--- src/rtl/rca_pkg.sv ---
// Shared types and constants for the sequential ripple-carry adder.
// Slice width is fixed at 4 bits; the operand width is a parameter of the top.
package rca_pkg;

    localparam int SLICE_W = 4;

    typedef enum logic [1:0] {
        IDLE,
        RUN,
        DONE
    } seq_state_t;

    function automatic int nslice(input int width);
        return width / SLICE_W;
    endfunction

endpackage

--- src/rtl/rca4_slice.sv ---
// Combinational 4-bit ripple-carry adder.
// A chain of four full-adder cells with carry-in and carry-out.
module rca4_slice (
    input  logic [3:0] a,
    input  logic [3:0] b,
    input  logic       cin,
    output logic [3:0] s,
    output logic       cout
);

    logic [4:0] w_c;

    assign w_c[0] = cin;

    for (genvar i = 0; i < 4; i++) begin : g_fa
        assign s[i]     = a[i] ^ b[i] ^ w_c[i];
        assign w_c[i+1] = (a[i] & b[i]) | (w_c[i] & (a[i] ^ b[i]));
    end

    assign cout = w_c[4];

endmodule

--- src/rtl/rca_seq_adder.sv ---
// WIDTH-bit adder that reuses one 4-bit ripple-carry slice, one slice per clock.
// The operation runs LSB-first with a registered carry between slices.
module rca_seq_adder
    import rca_pkg::*;
#(
    parameter int WIDTH = 16
) (
    input  logic             clk,
    input  logic             rst_n,
    input  logic             in_valid,
    output logic             in_ready,
    input  logic [WIDTH-1:0] a,
    input  logic [WIDTH-1:0] b,
    input  logic             cin,
    output logic             out_valid,
    input  logic             out_ready,
    output logic [WIDTH-1:0] sum,
    output logic             cout,
    output logic             busy
);

    localparam int NSLICE = nslice(WIDTH);
    localparam int CNT_W  = (NSLICE > 1) ? $clog2(NSLICE) : 1;

    if (((WIDTH % SLICE_W) != 0) || (WIDTH < SLICE_W)) begin : g_bad_width
        $error("rca_seq_adder: WIDTH must be a multiple of 4 and at least 4");
    end

    seq_state_t         r_state;
    seq_state_t         w_state_nxt;
    logic [WIDTH-1:0]   r_a;
    logic [WIDTH-1:0]   r_b;
    logic [WIDTH-1:0]   r_sum;
    logic [WIDTH-1:0]   w_sum_nxt;
    logic [CNT_W-1:0]   r_cnt;
    logic               r_carry;
    logic               r_cout;
    logic [SLICE_W-1:0] w_s;
    logic               w_c;
    logic               w_accept;
    logic               w_run;
    logic               w_last;

    rca4_slice u_slice (
        .a    (r_a[SLICE_W-1:0]),
        .b    (r_b[SLICE_W-1:0]),
        .cin  (r_carry),
        .s    (w_s),
        .cout (w_c)
    );

    assign w_last = (r_cnt == CNT_W'(NSLICE - 1));

    always_ff @(posedge clk or negedge rst_n) begin
        if (!rst_n) begin
            r_state <= IDLE;
        end else begin
            r_state <= w_state_nxt;
        end
    end

    // in_ready is gated by rst_n so it stays low for the whole reset pulse.
    always_comb begin
        w_state_nxt = r_state;
        in_ready    = 1'b0;
        out_valid   = 1'b0;
        busy        = 1'b0;
        w_accept    = 1'b0;
        w_run       = 1'b0;
        case (r_state)
            IDLE: begin
                in_ready = rst_n;
                if (in_valid && rst_n) begin
                    w_accept    = 1'b1;
                    w_state_nxt = RUN;
                end
            end
            RUN: begin
                busy  = 1'b1;
                w_run = 1'b1;
                if (w_last) begin
                    w_state_nxt = DONE;
                end
            end
            DONE: begin
                busy      = 1'b1;
                out_valid = 1'b1;
                if (out_ready) begin
                    w_state_nxt = IDLE;
                end
            end
            default: begin
                w_state_nxt = IDLE;
            end
        endcase
    end

    always_comb begin
        w_sum_nxt = r_sum;
        for (int i = 0; i < NSLICE; i++) begin
            if (r_cnt == CNT_W'(i)) begin
                w_sum_nxt[i*SLICE_W +: SLICE_W] = w_s;
            end
        end
    end

    // cout keeps the previous result until the last slice of the next operation.
    always_ff @(posedge clk or negedge rst_n) begin
        if (!rst_n) begin
            r_a     <= '0;
            r_b     <= '0;
            r_sum   <= '0;
            r_cnt   <= '0;
            r_carry <= 1'b0;
            r_cout  <= 1'b0;
        end else if (w_accept) begin
            r_a     <= a;
            r_b     <= b;
            r_carry <= cin;
            r_cnt   <= '0;
            r_sum   <= '0;
        end else if (w_run) begin
            r_a     <= r_a >> SLICE_W;
            r_b     <= r_b >> SLICE_W;
            r_carry <= w_c;
            r_cnt   <= r_cnt + 1'b1;
            r_sum   <= w_sum_nxt;
            if (w_last) begin
                r_cout <= w_c;
            end
        end
    end

    assign sum  = r_sum;
    assign cout = r_cout;

endmodule

--- config.mk ---
export PLATFORM = sky130hd
export DESIGN_NAME = rca_seq_adder
export DESIGN_NICKNAME = d
export VERILOG_FILES = /design/src/rtl/rca_pkg.sv /design/src/rtl/rca4_slice.sv /design/src/rtl/rca_seq_adder.sv
export SDC_FILE = /design/constraint.sdc
export NUM_CORES = 1
export LEC_CHECK = 0
export BUFFER_PORTS_ARGS = -buffer_cell sky130_fd_sc_hd__buf_2
export CAP_MARGIN = 0
export CORE_UTILIZATION = 25
export DETAILED_ROUTE_END_ITERATION = 6
export PLACE_DENSITY = 0.47
export REMOVE_ABC_BUFFERS = 1
export SLEW_MARGIN = 20
export SYNTH_ARGS = -nofsm -noshare
export SYNTH_HDL_FRONTEND = slang
export SYNTH_SLANG_ARGS = --single-unit
--- constraint.sdc ---
create_clock -name clk -period 2.8 [get_ports clk]
set_input_delay 0.14 -clock clk [delete_from_list [all_inputs] [get_ports clk]]
set_output_delay 0.14 -clock clk [all_outputs]
set_load 0.02 [all_outputs]
==> impl_results.md <==
* Power density over cell area at roughly 1100 mW/mm²
* Final slew viol count at 0
* Cell-by-cell trace of the critical path: inv_1 -> fa_1 -> fa_1 -> inv_1 -> fa_1 -> inv_1 -> fa_1 -> or2_1 -> a21oi_1
* Fin. Hold Viols at 0
* Final nets at approximately 360
* Maximum number of pins on one net before global-route repair at 57
* Post-detailed-placement cell area at between 0.003 and 0.004 mm²
* Count of mapped cells out of synthesis at 262
* Final-layout worst hold slack at between 2 and 2.5 ps
* Cell types with the largest area share after synthesis: sky130_fd_sc_hd__dfrtp_1 (49%), sky130_fd_sc_hd__mux2i_1 (9.1%), sky130_fd_sc_hd__nand2_1 (7.6%), sky130_fd_sc_hd__o21ai_2 (4.8%), sky130_fd_sc_hd__ha_1 (3.6%)
* Min cycle time layout at 2430 ps
* Horizontal die dimension at 107 µm
* Count of antenna-violating nets left after detailed routing at 0
* Number of distinct library cells after synthesis at 32
* Peak fanout along the critical path at 4
* Worst R2R End: sum[11]
* Mean number of vias per cell at between 4 and 5
* Number of top-level design ports at 57
* Simple logic cell fraction of the synthesized area at roughly 15%
* Largest family of logic cells by synthesized area: simple AND/OR/NAND/NOR gates
* Combinational cell fraction of total power at 47.2%
* Status: finished, final reports clean
* Total of cells resized after clock tree synthesis at 0
* Detailed-route DRC error count at 0
* Final worst-path cycle share at about 87%
* Detailed-route wire length at between 5000 and 6000 µm
* R2r worst-path depth at 9
* Total leakage power at 1.48 nW
* Final TNS setup at 0 ps
* Initial core utilization at a little over a quarter
* Post-Route Skew at roughly 8 ps
* Register share of total power at 37.6%
* Count of warnings emitted by yosys at 0
* Combined area of all synthesized cells at ~0.0028 mm²
* Share of the synthesized area in compound gates (AO/OA/AOI/OAI) at approximately 12%
* Core Region at ~0.011 mm²
* Largest stage delay on the critical path at roughly 490 ps
* Final instance area at approximately 0.0032 mm²
* Number of placement rows at 37
* Clock buffers created by TritonCTS at 5
* Relative slew slack at approximately half
* Clock root buffer: sky130_fd_sc_hd__clkbuf_8
* Fraction of synthesized cell area in xor and xnor cells at less than 1%
* Ant. Diodes at 0
* Startpoint of the lowest-slack register-to-register path: r_a[0]
* Share of total power consumed by net switching at between 40% and 50%
* Post-CTS setup-driven buffer insertion count at 0
* All-Layer GR Usage at 10.7%
* Family of cells with the greatest summed delay on the critical path: adder cells
* Number of max-cap violations at 0
* Drt first pass iters at 4
* CP Depth at 9
* FF-to-FF setup slack at between 300 and 400 ps
* Buffers and inverters on the worst path at 3
* Final core utilization at 30.5%
* Share of final-layout standard cells stronger than drive strength 1 at about 27%
* Worst VDD drop at roughly 0.00032 V
* Worst min-delay path category: in2async
* H-tree levels at 2
* DIE HEIGHT at approximately 110 µm
* RSZ-0062 raised after global routing: false
* Critical-path cell with the highest stage delay: sky130_fd_sc_hd__fa_1
* Total number of vias at 1,908
* Crit path launch: r_a[0]
* Startpoint-to-endpoint class of the critical path: reg2reg
* Int Power at roughly 2.1 mW
* Number of antenna violations at the first check in global routing at 0
* Via count of the first global-routing pass at 1,834
* Buffers added on ports at 56
* Most common cell on crit path: sky130_fd_sc_hd__fa_1
* Power, Total at around 3.5 mW
* Final setup vio count at 0
* Yosys top cell by area: sky130_fd_sc_hd__dfrtp_1
* Routed length per placed instance at roughly 12 µm
* Weighted congestion reported at the end of routability-driven placement at a little over 0.7
* Maximum number of buffers from clock root to sink at 2
* Post-synthesis average cell area at approximately 11 µm²
* Adder and majority cell fraction of the synthesized area at around 6.5%
* Sequential share of the synthesized area at between 40% and 50%
* Area fraction of the dominant cell type after synthesis at roughly half
* HPWL after detailed placement at 3890 µm
* First-pass GRT wire length at between 9000 and 10,000 µm
* Transition time at the pin with the least slew margin at 723 ps
* Share of cell area taken by muxes after synthesis at under 10%
* CP Launch Type: register
* Number of buffers added to fix hold violations after cts at 0
* Max frequency at ~410 MHz
* P&R area growth vs syn at 16.3%
* Clock tree from TritonCTS: yes
* Die outline area at around 0.011 mm²
* Sw Pwr at 1.39 mW
* Portion of total power attributed to the clock network at between 10% and 20%
* Number of clock sinks at 54
* First-iteration detailed-routing DRC count at between 100 and 150
* Critical Path Sink Type: register
* Data arrival time of the worst path at about 2700 ps
* Worst-Skew Late Latency at 300 ps
* Clock transition at path regs at 100 ps
* Overall overflow remaining after global route at 0
* Required time reported for the critical path endpoint at 3030 ps
* FF+latch count, synth at 54
## worst max-delay path by stage
stage / end / slack (ps)
final: sum[11] / 370
after floorplan: sum[0] / 320
after global routing: sum[11] / 210
after CTS: sum[11] / 350
after global placement: sum[7] / 450
after detailed placement: sum[11] / 390
## synthesized netlist by cell type
| cell type | number |
|---|---|
| sky130_fd_sc_hd__a21boi_0 | 1 |
| sky130_fd_sc_hd__a21oi_1 | 15 |
| sky130_fd_sc_hd__a21oi_2 | 1 |
| sky130_fd_sc_hd__and2_1 | 1 |
| sky130_fd_sc_hd__and3_4 | 1 |
| sky130_fd_sc_hd__buf_12 | 2 |
| sky130_fd_sc_hd__buf_2 | 1 |
| sky130_fd_sc_hd__buf_4 | 3 |
| sky130_fd_sc_hd__buf_6 | 1 |
| sky130_fd_sc_hd__buf_8 | 4 |
| sky130_fd_sc_hd__clkbuf_2 | 2 |
| sky130_fd_sc_hd__clkbuf_8 | 1 |
| sky130_fd_sc_hd__dfrtp_1 | 54 |
| sky130_fd_sc_hd__fa_1 | 4 |
| sky130_fd_sc_hd__ha_1 | 8 |
| sky130_fd_sc_hd__inv_1 | 13 |
| sky130_fd_sc_hd__mux2i_1 | 25 |
| sky130_fd_sc_hd__nand2_1 | 56 |
| sky130_fd_sc_hd__nand2_2 | 1 |
| sky130_fd_sc_hd__nand2b_1 | 8 |
| sky130_fd_sc_hd__nand3_1 | 4 |
| sky130_fd_sc_hd__nor2_1 | 2 |
| sky130_fd_sc_hd__nor2b_1 | 2 |
| sky130_fd_sc_hd__nor3_1 | 1 |
| sky130_fd_sc_hd__nor3b_1 | 1 |
| sky130_fd_sc_hd__o21ai_0 | 6 |
| sky130_fd_sc_hd__o21ai_1 | 14 |
| sky130_fd_sc_hd__o21ai_2 | 15 |
| sky130_fd_sc_hd__o32a_1 | 2 |
| sky130_fd_sc_hd__or2_0 | 4 |
| sky130_fd_sc_hd__or2_1 | 8 |
| sky130_fd_sc_hd__xnor2_1 | 1 |
## power groups by stage
stage	clock (mW)	combinational (mW)	sequential [mW]
2_1_floorplan	0	1.11	1.37
3_3_place_gp	0	1.65	1.31
3_5_place_dp	0	1.67	1.32
4_1_cts	0.556	1.67	1.31
5_1_grt	0.590	1.85	1.35
6_report	0.525	1.63	1.30
## metal layers
metal,global-route usage [%],vias up,routed length (µm)
met5,0,-,0
met4,2.64,0,33
met3,2.19,2,238
met2,15.9,41,2470
met1,15.7,894,2860
li1,-,971,-
## through the flow
step	worst slack (ps)	std cells
finish	371	451
global route	205	451
CTS	346	451
detailed placement	394	443
global placement	448	443
floorplan	318	248
## state kept, by name, summed over array words and instances, names as in the netlist
register	flops
sum	16
r_state	2
cout	1
r_b	16
r_carry	1
r_a	16
r_cnt	2
## layout make-up
cell class | instances | area, µm²
Sequential cell | 54 | 1350
Inverter | 13 | 48.8
Fill cell | 1107 | 7300
Clock inverter | 2 | 37.5
Multi-Input combinational cell | 181 | 1200
Tap cell | 136 | 170
Timing Repair Buffer | 59 | 328
Clock buffer | 6 | 72.6
## logic make-up after synthesis
logic type | after synthesis
AO/OA/AOI/OAI | 54
adder cells (fa/ha/maj) | 12
XOR/XNOR | 1
flip-flops | 54
AND/OR/NAND/NOR | 89
multiplexers | 25
buffers and inverters | 27
## placed cells by master (no fill, tap or decap), drive strengths merged, types with 4 or more instances in the layout
cell | synthesis | final
buf | 11 | 59
nand2 | 57 | 57
dfrtp | 54 | 54
o21ai | 35 | 35
mux2i | 25 | 25
a21oi | 16 | 16
inv | 13 | 13
or2 | 12 | 12
nand2b | 8 | 8
ha | 8 | 8
clkbuf | 3 | 6
nand3 | 4 | 4
fa | 4 | 4
Note: power is estimated with default switching activity, not from simulation.
